==> config.mk <==
export PLATFORM = sky130hd
export DESIGN_NAME = serial_paralelo_rx_flat
export DESIGN_NICKNAME = d
export VERILOG_FILES = /design/src/rtl/serial_paralelo_rx_if.sv /design/src/rtl/serial_paralelo_rx.sv /design/src/flat_wrapper.sv
export SDC_FILE = /design/constraint.sdc
export NUM_CORES = 1
export LEC_CHECK = 0
export ABC_AREA = 0
export BUFFER_PORTS_ARGS = -buffer_cell sky130_fd_sc_hd__buf_2
export CAP_MARGIN = 40
export CORE_MARGIN = 2
export CORE_UTILIZATION = 40
export DETAILED_ROUTE_END_ITERATION = 16
export SYNTH_ARGS = -nofsm -noshare
export SYNTH_HDL_FRONTEND = slang
export SYNTH_SLANG_ARGS = --single-unit
==> constraint.sdc <==
create_clock -name clk -period 4.5 [get_ports clk]
set_clock_uncertainty 0.2 [all_clocks]
set_input_delay 0 -clock clk [delete_from_list [all_inputs] [get_ports clk]]
set_output_delay 0 -clock clk [all_outputs]
set_load 0.02 [all_outputs]
==> src/rtl/serial_paralelo_rx_if.sv <==
// rtl/serial_paralelo_rx_if.sv - serial receiver bit input and aligned word output bundle
interface serial_paralelo_rx_if;
  logic       enb;
  logic       entrada;
  logic [9:0] salidas;
  logic       valido;
  logic       es_coma;
  logic       alineado;

  // Serial source side: drives the bit stream, observes recovered words
  modport master (
    output enb,
    output entrada,
    input  salidas,
    input  valido,
    input  es_coma,
    input  alineado
  );

  // Receiver side
  modport slave (
    input  enb,
    input  entrada,
    output salidas,
    output valido,
    output es_coma,
    output alineado
  );
endinterface

==> src/rtl/serial_paralelo_rx.sv <==
// rtl/serial_paralelo_rx.sv - 10-bit deserialiser with K28.5 comma word alignment
module serial_paralelo_rx #(
  parameter int              ANCHO         = 10,
  parameter logic [ANCHO-1:0] COMA_NEG     = 10'h0FA,
  parameter logic [ANCHO-1:0] COMA_POS     = 10'h305,
  parameter int              COMAS_ALINEAR = 3,
  parameter int              ERRORES_MAX   = 2
) (
  input logic                 clk,
  input logic                 rst,
  serial_paralelo_rx_if.slave bus
);

  typedef enum logic [1:0] {BUSCAR, VERIFICAR, ALINEADO} estado_t;

  localparam logic [3:0] ULTIMO = 4'(ANCHO - 1);
  localparam logic [3:0] C_COMAS = 4'(COMAS_ALINEAR);
  localparam logic [3:0] C_ERR = 4'(ERRORES_MAX);

  estado_t          r_estado;
  estado_t          w_estado_nxt;
  logic [ANCHO-1:0] r_sr;
  logic [ANCHO-1:0] r_salidas;
  logic [3:0]       r_cnt;
  logic [3:0]       r_ncomas;
  logic [3:0]       r_nerr;
  logic             r_valido;
  logic             r_es_coma;

  logic [ANCHO-1:0] w_salidas_nxt;
  logic [3:0]       w_cnt_nxt;
  logic [3:0]       w_ncomas_nxt;
  logic [3:0]       w_nerr_nxt;
  logic             w_valido_nxt;
  logic             w_es_coma_nxt;
  logic             w_coma;
  logic             w_limite;

  // Comma and word boundary are judged on the contents before the shift
  assign w_coma   = (r_sr == COMA_NEG) || (r_sr == COMA_POS);
  assign w_limite = (r_cnt == 4'd0);

  // Next-state and next-datapath decisions for one enabled bit
  always_comb begin
    w_estado_nxt  = r_estado;
    w_cnt_nxt     = (r_cnt == ULTIMO) ? 4'd0 : r_cnt + 4'd1;
    w_ncomas_nxt  = r_ncomas;
    w_nerr_nxt    = r_nerr;
    w_salidas_nxt = r_salidas;
    w_valido_nxt  = 1'b0;
    w_es_coma_nxt = r_es_coma;
    case (r_estado)
      BUSCAR: begin
        if (w_coma) begin
          w_cnt_nxt    = 4'd1;
          w_ncomas_nxt = 4'd1;
          w_estado_nxt = VERIFICAR;
        end
      end
      VERIFICAR: begin
        if (w_coma && w_limite) begin
          w_ncomas_nxt = r_ncomas + 4'd1;
          if (r_ncomas + 4'd1 == C_COMAS) begin
            w_estado_nxt = ALINEADO;
            w_nerr_nxt   = 4'd0;
          end
        end else if (w_coma) begin
          // Comma off the assumed phase: trust the newest one instead
          w_cnt_nxt    = 4'd1;
          w_ncomas_nxt = 4'd1;
        end
      end
      ALINEADO: begin
        if (w_limite) begin
          w_salidas_nxt = r_sr;
          w_valido_nxt  = 1'b1;
          w_es_coma_nxt = w_coma;
          if (w_coma) begin
            w_nerr_nxt = 4'd0;
          end
        end else if (w_coma) begin
          if (r_nerr + 4'd1 == C_ERR) begin
            w_estado_nxt = BUSCAR;
            w_nerr_nxt   = 4'd0;
            w_ncomas_nxt = 4'd0;
          end else begin
            w_nerr_nxt = r_nerr + 4'd1;
          end
        end
      end
      default: begin
        w_estado_nxt = BUSCAR;
      end
    endcase
  end

  // Alignment state register; frozen while the bit enable is low
  always_ff @(posedge clk or posedge rst) begin
    if (rst) begin
      r_estado <= BUSCAR;
    end else if (bus.enb) begin
      r_estado <= w_estado_nxt;
    end
  end

  // Shift register, counters and output word; a stalled edge only drops valido
  always_ff @(posedge clk or posedge rst) begin
    if (rst) begin
      r_sr      <= '0;
      r_cnt     <= 4'd0;
      r_ncomas  <= 4'd0;
      r_nerr    <= 4'd0;
      r_salidas <= '0;
      r_valido  <= 1'b0;
      r_es_coma <= 1'b0;
    end else if (bus.enb) begin
      r_sr      <= {r_sr[ANCHO-2:0], bus.entrada};
      r_cnt     <= w_cnt_nxt;
      r_ncomas  <= w_ncomas_nxt;
      r_nerr    <= w_nerr_nxt;
      r_salidas <= w_salidas_nxt;
      r_valido  <= w_valido_nxt;
      r_es_coma <= w_es_coma_nxt;
    end else begin
      r_valido  <= 1'b0;
    end
  end

  assign bus.salidas  = r_salidas;
  assign bus.valido   = r_valido;
  assign bus.es_coma  = r_es_coma;
  assign bus.alineado = (r_estado == ALINEADO);

endmodule
==> src/flat_wrapper.sv <==
// flat-port wrapper written by rule: the top's interface ports become plain ports
module serial_paralelo_rx_flat 
#(
  parameter int              ANCHO         = 10,
  parameter logic [ANCHO-1:0] COMA_NEG     = 10'h0FA,
  parameter logic [ANCHO-1:0] COMA_POS     = 10'h305,
  parameter int              COMAS_ALINEAR = 3,
  parameter int              ERRORES_MAX   = 2
)
  (clk, rst, bus_enb, bus_entrada, bus_salidas, bus_valido, bus_es_coma, bus_alineado);
  serial_paralelo_rx_if bus_i ();
  input logic clk;
  input logic rst;
  input wire logic [$bits(bus_i.enb)-1:0] bus_enb;
  input wire logic [$bits(bus_i.entrada)-1:0] bus_entrada;
  output wire logic [$bits(bus_i.salidas)-1:0] bus_salidas;
  output wire logic [$bits(bus_i.valido)-1:0] bus_valido;
  output wire logic [$bits(bus_i.es_coma)-1:0] bus_es_coma;
  output wire logic [$bits(bus_i.alineado)-1:0] bus_alineado;
  assign bus_i.enb = bus_enb;
  assign bus_i.entrada = bus_entrada;
  assign bus_salidas = bus_i.salidas;
  assign bus_valido = bus_i.valido;
  assign bus_es_coma = bus_i.es_coma;
  assign bus_alineado = bus_i.alineado;
  serial_paralelo_rx #(.ANCHO(ANCHO), .COMA_NEG(COMA_NEG), .COMA_POS(COMA_POS), .COMAS_ALINEAR(COMAS_ALINEAR), .ERRORES_MAX(ERRORES_MAX)) u_core (.clk(clk), .rst(rst), .bus(bus_i));
endmodule
==> out/results.txt <==
Rows -> 25
Global-route wire length before repair -> 7080 µm
Final WL -> 4150 µm
Worst Setup End Kind -> flip-flop
Share of cells above drive strength 1 -> 0.285
Largest family of logic cells by synthesized area -> compound AO/OA/AOI/OAI gates
Multiplexer share of the synthesized area -> 0.130
CP required -> 4.47 ns
Sw Share -> 0.396
Yosys top cell by area -> dfrtp_1
Reg-to-Reg End -> u_core.r_nerr[2]
Initial Util -> 0.419
Max-slew headroom -> 0.507
Total Neg Setup Slack -> 0 ns
Largest net degree at the start of global routing -> 37
WS Path Type -> reg2reg
Top cells by area, synth -> dfrtp_1, mux2_2, ha_1, inv_1, a32oi_1
R2r startpoint -> u_core.r_cnt[1]
Internal power -> 0.756 mW
Peak VDD IR -> 0.328 mV
Hold_sp -> bus_enb
CORE AREA -> 4750 µm²
Syn Nets -> 190
Worst min-delay path category -> in2reg
GRT Total Usage -> 0.168
Fill cell count -> 470
PD cells -> 561 nW/µm²
Switching power -> 0.496 mW
Ys async rst share -> 1.00
Routability-driven placement congestion ratio -> 0.859
Most frequent cells after synthesis -> dfrtp_1, mux2_2, ha_1, inv_1, nor2_1
Min Hold Slack -> 0.0126 ns
Crit path time final -> 2.69 ns
Port-buffer cells -> 16
Reg power frac -> 0.437
Antenna violations before repair -> 0
Antenna Nets Post-Route -> 0
Clk pwr share -> 0.170
Comb power frac -> 0.393
Hpwl dp -> 2980 µm
Min-Delay Path Depth -> 2
Fin. max-slew vios -> 0
Post-synth EDFFs -> 0
RSZ-0062 raised after global routing -> no
Final number of hold-violating endpoints -> 0
Area Overhead vs Synth -> 11.9%
Ant diodes -> 0
Synth Area in XOR/XNOR -> 0
Top-Level Pins -> 17
Leakage Power -> 0.978 nW
Actual slew at the worst max-slew pin -> 0.733 ns
Worst endpoint data arrival time -> 2.66 ns
Top_reg_cell synth -> dfrtp_1
Layout net count -> 208
Compound-Gate Fraction of Synth Area -> 0.163
Area share of the largest cell type after synthesis -> 0.452
Synthesis Warnings -> 0
Place WS -> 1.86 ns
Wirelength per Cell -> 16.0 µm
Distinct cells, synth -> 49
Clock latency on the worst-skew pair -> 0.28 ns
Hold Path End -> u_core.r_cnt[1]
Post-route DRC violation count -> 0
R2R depth -> 7
Most frequent cell after synthesis -> dfrtp_1
Setup-failing EPs final -> 0
Synthesized flop and latch total -> 36
Post_cts resized -> 0
Routed via count -> 1,510
DIE WIDTH -> 74.6 µm
Outcome -> finished clean
Initial detailed-routing violation count -> 83
Pwr Total -> 1.25 mW
Maxcap violations -> 0
Fmax -> 372 MHz
H-tree Lvls -> 2
GRT Residual Overflow -> 0
Clk sinks -> 36
Clock transition at path regs -> 0.07 ns
Synth Cell Area -> 1990 µm²
Synth Area in Adders -> 0.0691
Longest Clk Path Bufs -> 2
Setup ws final -> 1.81 ns
Flop-to-flop setup slack -> 1.81 ns
Simple-gate area share of the yosys netlist -> 0.149
CP Launch Type -> flip-flop
Tcrit/Tclk final -> 0.598
Max Fanout on Critical Path -> 4
Post-synthesis sequential area ratio -> 0.452
Die Footprint -> 5560 µm²
Gate Count Post-Synth -> 175
Chip height -> 74.6 µm
Clock root cell -> clkbuf_8
Vias in the first global route -> 1,474
Total CTS buffers -> 5
CTS tree -> yes
Avg Cell Area, Syn -> 11.4 µm²
DR vias/cell -> 5.81
DRT Pass-1 Iters -> 4
[how the worst max path moves through the flow]
stage | slack, ns | cells past startpoint | end | startpoint
2_1_floorplan | 2.09 | 8 | u_core.r_nerr[2] | u_core.r_cnt[0]
3_3_place_gp | 1.90 | 5 | u_core.r_nerr[0] | u_core.r_sr[4]
3_5_place_dp | 1.86 | 7 | u_core.r_nerr[2] | u_core.r_cnt[1]
4_1_cts | 1.84 | 7 | u_core.r_nerr[2] | u_core.r_cnt[1]
5_1_grt | 1.56 | 7 | u_core.r_nerr[2] | u_core.r_cnt[0]
6_report | 1.81 | 7 | u_core.r_nerr[2] | u_core.r_cnt[1]
[final cells by class]
cell class,count,area (µm²),share of cell area
timing repair buffer,19,108,0.0482
clock inverter,1,5.00,0.00224
tap,67,83.8,0.0376
clock buffer,6,72.6,0.0325
inverter,11,41.3,0.0185
multi-input combinational,120,1020,0.457
sequential,36,901,0.404
[flip-flops by register name, indices dropped and copies added, names as in the netlist]
name,flops
u_core.bus.es_coma,1
u_core.bus.salidas,10
u_core.bus.valido,1
u_core.r_cnt,4
u_core.r_estado,2
u_core.r_ncomas,4
u_core.r_nerr,4
u_core.r_sr,10
[metrics by stage]
step | utilization | instances | area, µm²
2_1_floorplan | - | 175 | 1990
3_3_place_gp | 0.449 | 251 | 2130
3_5_place_dp | 0.449 | 251 | 2130
4_1_cts | 0.469 | 260 | 2230
5_1_grt | 0.469 | 260 | 2230
6_report | 0.469 | 260 | 2230
[routing by layer]
metal | share of wire | wire length, µm | track usage
met1 | 0.45 | 1860 | 0.219
met2 | 0.49 | 2040 | 0.265
met3 | 0.032 | 134 | 0.0434
met4 | 0.027 | 114 | 0.0734
met5 | 0 | 0 | 0
[logic make-up after synthesis]
group	count (synthesis)
buffers and inverters	19
AND/OR/NAND/NOR	47
adder cells (fa/ha/maj)	11
flip-flops	36
multiplexers	23
AO/OA/AOI/OAI	39
[critical path, stage by stage, from the launching register on]
cell and delay (ns):
dfrtp_1 0.40, inv_1 0.11, ha_1 0.16, nor3b_1 0.60, nand3_1 0.19, o21ai_0 0.32, a31oi_1 0.23, a221o_1 0.38
[power by group through the flow]
stage / combinational [mW] / clock (mW) / sequential [mW]
global placement: 0.474 / 0 / 0.542
detailed placement: 0.488 / 0 / 0.552
finish: 0.492 / 0.213 / 0.547
global route: 0.543 / 0.232 / 0.567
floorplan: 0.311 / 0 / 0.583
CTS: 0.494 / 0.223 / 0.547
[cell usage in the layout (no fill, tap or decap), types with 3 or more instances in the layout]
cell	synthesis	final
dfrtp_1	36	36
inv_1	11	11
a32oi_1	4	4
a21oi_1	4	4
nand2_1	6	6
clkbuf_8	0	5
nor2_1	8	8
ha_1	11	11
nor2b_1	4	4
mux2_2	23	23
buf_2	1	16
o211ai_1	4	4
o22ai_1	3	3
nor4b_1	3	3
nor3_1	3	3
o21ai_0	3	3
nand3_1	6	6
[what timing repair did]
item / CTS / global route
endpoints found under the setup margin: 0 / 0
hold buffers: 2 / 0
endpoints found under the hold margin: 37 / 0
buffers inserted: 0 / 0
No activity file was read; power rests on OpenSTA's default activity.
